### src/rtl/gate_demo_if.sv
// Board-side signal bundle for the two-button gate demo: raw buttons in, active-low LEDs out.
interface gate_demo_if;
    logic       btn1;
    logic       btn2;
    logic [5:0] led;

    modport master (output btn1, output btn2, input led);
    modport slave  (input btn1, input btn2, output led);
endinterface

### src/rtl/gate_demo_ctrl.sv
// Two-button logic-gate demo controller: debounce, chord-selected gate mode,
// automatic truth-table sweep and registered active-low LED drive.
module gate_demo_ctrl #(
    parameter int DEBOUNCE_CYCLES = 270000,
    parameter int LONG_CYCLES     = 27000000,
    parameter int STEP_CYCLES     = 13500000
) (
    input  logic        clk,
    input  logic        rst_n,
    gate_demo_if.slave  bus
);
    localparam int DB_W = $clog2(DEBOUNCE_CYCLES + 1);
    localparam int LG_W = $clog2(LONG_CYCLES + 1);
    localparam int ST_W = $clog2(STEP_CYCLES + 1);
    localparam logic [DB_W-1:0] DB_MAX = DB_W'(DEBOUNCE_CYCLES - 1);
    localparam logic [LG_W-1:0] LG_MAX = LG_W'(LONG_CYCLES - 1);
    localparam logic [ST_W-1:0] ST_MAX = ST_W'(STEP_CYCLES - 1);

    typedef enum logic {LIVE = 1'b0, SWEEP = 1'b1} top_state_e;
    typedef enum logic [1:0] {C_IDLE = 2'd0, C_HOLD = 2'd1, C_WAIT_REL = 2'd2} chord_state_e;

    function automatic logic gate_fn(input logic [2:0] mode, input logic a, input logic b);
        logic y;
        case (mode)
            3'd0:    y = a & b;
            3'd1:    y = a | b;
            3'd2:    y = a ^ b;
            3'd3:    y = ~(a ^ b);
            3'd4:    y = ~(a & b);
            3'd5:    y = ~(a | b);
            default: y = 1'b0;
        endcase
        return y;
    endfunction

    logic [1:0] btn_s;
    logic [1:0] p_s;
    assign btn_s = {bus.btn2, bus.btn1};

    for (genvar i = 0; i < 2; i++) begin : g_deb
        logic            sync0_r;
        logic            sync1_r;
        logic            db_r;
        logic [DB_W-1:0] cnt_r;

        // Synchronize the raw button and let the debounced level follow after a stable run.
        always_ff @(posedge clk or negedge rst_n) begin
            if (!rst_n) begin
                sync0_r <= 1'b1;
                sync1_r <= 1'b1;
                db_r    <= 1'b1;
                cnt_r   <= '0;
            end else begin
                sync0_r <= btn_s[i];
                sync1_r <= sync0_r;
                if (sync1_r != db_r) begin
                    if (cnt_r == DB_MAX) begin
                        db_r  <= sync1_r;
                        cnt_r <= '0;
                    end else begin
                        cnt_r <= cnt_r + 1'b1;
                    end
                end else begin
                    cnt_r <= '0;
                end
            end
        end

        assign p_s[i] = ~db_r;
    end

    top_state_e   state_r, state_nxt;
    chord_state_e chord_r, chord_nxt;
    logic [2:0]      mode_r, mode_nxt;
    logic [1:0]      step_r, step_nxt;
    logic [ST_W-1:0] dwell_r, dwell_nxt;
    logic [LG_W-1:0] hold_r, hold_nxt;
    logic [1:0]      p_prev_r;
    logic [5:0]      led_r, led_nxt;
    logic            start_sweep_s, press_edge_s, a_s, b_s, y_s;

    // State registers for both FSMs, their counters and the LED bank.
    always_ff @(posedge clk or negedge rst_n) begin
        if (!rst_n) begin
            state_r  <= LIVE;
            chord_r  <= C_IDLE;
            mode_r   <= 3'd0;
            step_r   <= 2'd0;
            dwell_r  <= '0;
            hold_r   <= '0;
            p_prev_r <= 2'b00;
            led_r    <= 6'b111111;
        end else begin
            state_r  <= state_nxt;
            chord_r  <= chord_nxt;
            mode_r   <= mode_nxt;
            step_r   <= step_nxt;
            dwell_r  <= dwell_nxt;
            hold_r   <= hold_nxt;
            p_prev_r <= p_s;
            led_r    <= led_nxt;
        end
    end

    // Chord and sweep sequencing, gate evaluation and LED image.
    always_comb begin
        state_nxt     = state_r;
        chord_nxt     = chord_r;
        mode_nxt      = mode_r;
        step_nxt      = step_r;
        dwell_nxt     = dwell_r;
        hold_nxt      = hold_r;
        start_sweep_s = 1'b0;
        press_edge_s  = |(p_s & ~p_prev_r);

        // Mode change and sweep start are muted while a sweep runs; the press edge aborts it instead.
        case (chord_r)
            C_IDLE: begin
                if (p_s == 2'b11) begin
                    chord_nxt = C_HOLD;
                    hold_nxt  = '0;
                end else begin
                    chord_nxt = C_IDLE;
                end
            end
            C_HOLD: begin
                if (p_s != 2'b11) begin
                    if (state_r == LIVE) begin
                        mode_nxt = (mode_r == 3'd5) ? 3'd0 : mode_r + 3'd1;
                    end else begin
                        mode_nxt = mode_r;
                    end
                    chord_nxt = C_WAIT_REL;
                end else if (hold_r == LG_MAX) begin
                    start_sweep_s = (state_r == LIVE);
                    chord_nxt     = C_WAIT_REL;
                end else begin
                    hold_nxt = hold_r + 1'b1;
                end
            end
            C_WAIT_REL: begin
                if (p_s == 2'b00) begin
                    chord_nxt = C_IDLE;
                end else begin
                    chord_nxt = C_WAIT_REL;
                end
            end
            default: chord_nxt = C_IDLE;
        endcase

        case (state_r)
            LIVE: begin
                if (start_sweep_s) begin
                    state_nxt = SWEEP;
                    step_nxt  = 2'd0;
                    dwell_nxt = '0;
                end else begin
                    state_nxt = LIVE;
                end
            end
            SWEEP: begin
                if (press_edge_s) begin
                    state_nxt = LIVE;
                end else if (dwell_r == ST_MAX) begin
                    dwell_nxt = '0;
                    if (step_r == 2'd3) begin
                        state_nxt = LIVE;
                    end else begin
                        step_nxt = step_r + 2'd1;
                    end
                end else begin
                    dwell_nxt = dwell_r + 1'b1;
                end
            end
            default: state_nxt = LIVE;
        endcase

        if (state_r == SWEEP) begin
            a_s = step_r[1];
            b_s = step_r[0];
        end else begin
            a_s = p_s[0];
            b_s = p_s[1];
        end
        y_s = gate_fn(mode_r, a_s, b_s);

        led_nxt = {~(chord_nxt == C_HOLD), ~(state_nxt == SWEEP), ~mode_nxt, ~y_s};
    end

    assign bus.led = led_r;
endmodule

### src/flat_wrapper.sv
// flat-port wrapper written by rule: the top's interface ports become plain ports
module gate_demo_ctrl_flat 
#(
    parameter int DEBOUNCE_CYCLES = 270000,
    parameter int LONG_CYCLES     = 27000000,
    parameter int STEP_CYCLES     = 13500000
)
  (clk, rst_n, bus_btn1, bus_btn2, bus_led);
  gate_demo_if bus_i ();
  input  logic clk;
  input  logic rst_n;
  input wire logic [$bits(bus_i.btn1)-1:0] bus_btn1;
  input wire logic [$bits(bus_i.btn2)-1:0] bus_btn2;
  output wire logic [$bits(bus_i.led)-1:0] bus_led;
  assign bus_i.btn1 = bus_btn1;
  assign bus_i.btn2 = bus_btn2;
  assign bus_led = bus_i.led;
  gate_demo_ctrl #(.DEBOUNCE_CYCLES(DEBOUNCE_CYCLES), .LONG_CYCLES(LONG_CYCLES), .STEP_CYCLES(STEP_CYCLES)) u_core (.clk(clk), .rst_n(rst_n), .bus(bus_i));
endmodule
### config.mk
export PLATFORM = sky130hd
export DESIGN_NAME = gate_demo_ctrl_flat
export DESIGN_NICKNAME = d
export VERILOG_FILES = /design/src/rtl/gate_demo_if.sv /design/src/rtl/gate_demo_ctrl.sv /design/src/flat_wrapper.sv
export SDC_FILE = /design/constraint.sdc
export NUM_CORES = 1
export LEC_CHECK = 0
export CAP_MARGIN = 15
export CORE_UTILIZATION = 60
export CTS_CLUSTER_DIAMETER = 80
export DETAILED_ROUTE_END_ITERATION = 8
export PLACE_DENSITY = 0.77
export SLEW_MARGIN = 10
export SYNTH_ARGS = -nofsm -noshare
export SYNTH_HDL_FRONTEND = slang
export SYNTH_SLANG_ARGS = --single-unit
### constraint.sdc
create_clock -name clk -period 3.4 [get_ports clk]
set_clock_uncertainty 0.2 [all_clocks]
set_input_delay 0.34 -clock clk [delete_from_list [all_inputs] [get_ports clk]]
set_output_delay 0.34 -clock clk [all_outputs]
set_load 0.1 [all_outputs]
==> reports/qor.yml <==
routing:
  finalWirelength_um: 11510
  drc: 0
  route.vias.total: 4538
  drt_iter0_drc: 227
  dr.pass1.iters: 5
  wl_per_cell_um: 15.72
  drtAntennaViolNets: 0
  vias_per_cell: 6.199
critical_path:
  worstPathCellList: "ha_1, nand2_1, or4_4, or3_1, a21oi_2, a32o_1"
  path_class: "reg -> reg"
  worst-path-buf-inv: 0
  slowest_delay_ns: 0.55
  r2r_start: "u_core.hold_r[0]"
  crit_required_ns: 3.51
  crit_fanout: 13
  critPathSlowestCell: "or4_4"
  critPathLaunchType: "flop"
  crit_family: "simple AND/OR/NAND/NOR gates"
  critical_path.startpoint: "u_core.hold_r[0]"
  arrival_ns: 3.01
  end_kind: "flop"
timing:
  timing.final.hold_violations: 0
  final-setup-viol-count: 0
  tightest_slew_ns: 0.9665
  slew_headroom_pct: 35.36
  setup_tns_ns: 0
  period_needed_ns: 2.902
  min_period_over_period_pct: 85.36
  slew_viol_final: 0
  fmax_mhz: 344.6
  setup_slack_ns: 0.4979
  rsz0062_at_grt: "false"
yosys:
  syn_avg_cell_area_um2: 9.651
  synthAdderAreaFrac_pct: 1.740
  synth_nets: 608
  synth_seq_cells: 109
  synth_seq_area_share_pct: 47.68
  syn_area_mm2: 0.005752
  synthXorXnorAreaFrac_pct: 7.157
  async_flop_share_pct: 100.0
  synth_compound_area_share_pct: 13.14
  synth_ff_type: "dfrtp_1"
  synth-edff-count: 0
  ys_warn_count: 0
  synth_cells: 596
  synth_top_family_by_area: "simple AND/OR/NAND/NOR gates"
  synthMuxAreaShare_pct: 1.131
  ys_types: 60
  yosys.area_share.simple_pct: 26.04
place:
  gp_congestion: 0.8563
  portBuffers: 9
  dp_hpwl_um: 7889
  place_area_mm2: 0.005936
  dp_slack_ns: 0.5462
  dpl.cell_count: 715
min_path:
  min_from: "bus_btn1"
  hold_path_class: "in -> reg"
global_routing:
  grt_use_total_pct: 24.52
  antenna_found_initial: 0
  overflow: 0
  grt_max_degree: 76
  grt_pass1_vias: 4300
  grt_pass1_wl_um: 19620
cts:
  numCtsBuffers: 9
  clk_latency_ns: 0.38
  clockBufferDepth: 2
  cts_max_level: 3
  clock_tree.root_cell: "clkbuf_8"
  cts_resized: 0
  cts_tree: "done"
  clkTransAtPathRegs_ns: 0.11
  cts_sinks: 109
layout:
  layout_commonest_cell: "dfrtp_1"
  area_delta_synth_final_pct: 6.939
  stdcell_area_mm2: 0.006151
  nNetsFinal: 610
  drive_above_1_share_pct: 8.458
  final_cell_mix: "dfrtp_1 (97), nor2_1 (72), nand2_1 (35)"
  antenna_cells: 0
  multi_input_area_mm2: 0.002830
  register_area_mm2: 0.002743
  num-fill-cells: 748
  final_cells: 732
floorplanning:
  num_io_pins: 10
  fp.dieW_um: 99.91
  initial_core_util_pct: 61.95
  core_mm2: 0.009284
  rows: 35
  die_h_um: 99.91
  design.die.area_mm2: 0.009982
power:
  p_leak_nw: 2.551
  p_per_area_mw_per_mm2: 353.9
  vdd_drop_max_v: 0.0003535
run:
  max-cap-violations: 0
status:
  status: "completed"
[cells in the mapped netlist (all sizes together), types with 6 or more instances]
cell	count	area share (%)
nor2	72	4.7
dfrtp	97	42
nand2	35	2.3
xnor2	27	4.1
a22o	20	3.0
nand3	34	3.0
ha	8	1.7
and2	6	0.65
clkbuf	15	0.98
dfstp	12	5.5
o31ai	7	0.91
o211ai	6	0.78
or3	6	0.65
inv	17	1.1
o22ai	8	0.87
and3	16	1.7
nor4	16	1.7
a21oi	24	2.2
nor2b	6	0.65
buf	11	1.0
nand4	23	2.5
o21ai	13	1.1
and4	17	2.6
xor2	20	3.0
or4	10	1.4
nor3	20	1.7
[through the flow]
stage | hold slack [ns] | util [%] | total power, mW
after detailed placement | 0.1484 | 63.94 | 1.387
after floorplan | -0.1556 | - | 1.354
after global routing | 0.1498 | 66.25 | 2.257
final | 0.1577 | 66.25 | 2.177
after global placement | 0.1475 | 63.94 | 1.387
after CTS | 0.1378 | 66.25 | 2.202
[logic make-up (layout without fill, tap and decap cells)]
group	Yosys count	in the layout
compound gates	105	105
xor+xnor	47	47
fa+ha+maj	8	8
buf+inv	43	50
flops	109	109
mux	6	6
simple gates	278	278
[registers in the layout, indices dropped and copies added, names as in the netlist, 3 cells and up]
register	flops
u_core.dwell_r	24
u_core.bus.led	6
u_core.g_deb.cnt_r	38
u_core.mode_r	3
u_core.hold_r	25
[report_power, final]
| group | switching, mW | internal, mW |
|---|---|---|
| sequential | 0.00740 | 1.31 |
| clock | 0.462 | 0.354 |
| combinational | 0.0358 | 0.0120 |
[path summary, 6_finish.rpt]
check | to | slack [ns] | cells after the start
setup / recovery | u_core.dwell_r[7] | 0.50 | 6
hold / removal | u_core.g_deb[0].sync0_r | 0.16 | 1
setup reg to reg | u_core.dwell_r[7] | 0.50 | 6
hold reg to reg | u_core.g_deb[1].sync1_r | 0.16 | 0
max in group asynchronous | u_core.g_deb[0].cnt_r[17] | 1.74 | 3
min in group asynchronous | u_core.dwell_r[5] | 0.43 | 2
[layout make-up]
class	instances	area share (%)
sequential	109	44.59
inverter	17	1.037
clock inverter	7	1.322
multi-input combinational	444	46.01
timing repair buffer	17	2.400
tap	129	2.624
clock buffer	9	2.014
[per-layer routing]
metal	routed length, um	GRT usage (%)	up-vias
met5	0	0	-
met2	5676	41.22	106
met1	5210	32.48	2211
li1	-	-	2206
met4	155	7.579	0
met3	467	4.457	15
[what timing repair did]
action / in CTS / in global routing
setup endpoints to repair: 0 / 0
hold buffers: 1 / 0
buffers inserted: 0 / 0
hold endpoints to repair: 62 / 0
(Power assumes the default switching activity.)
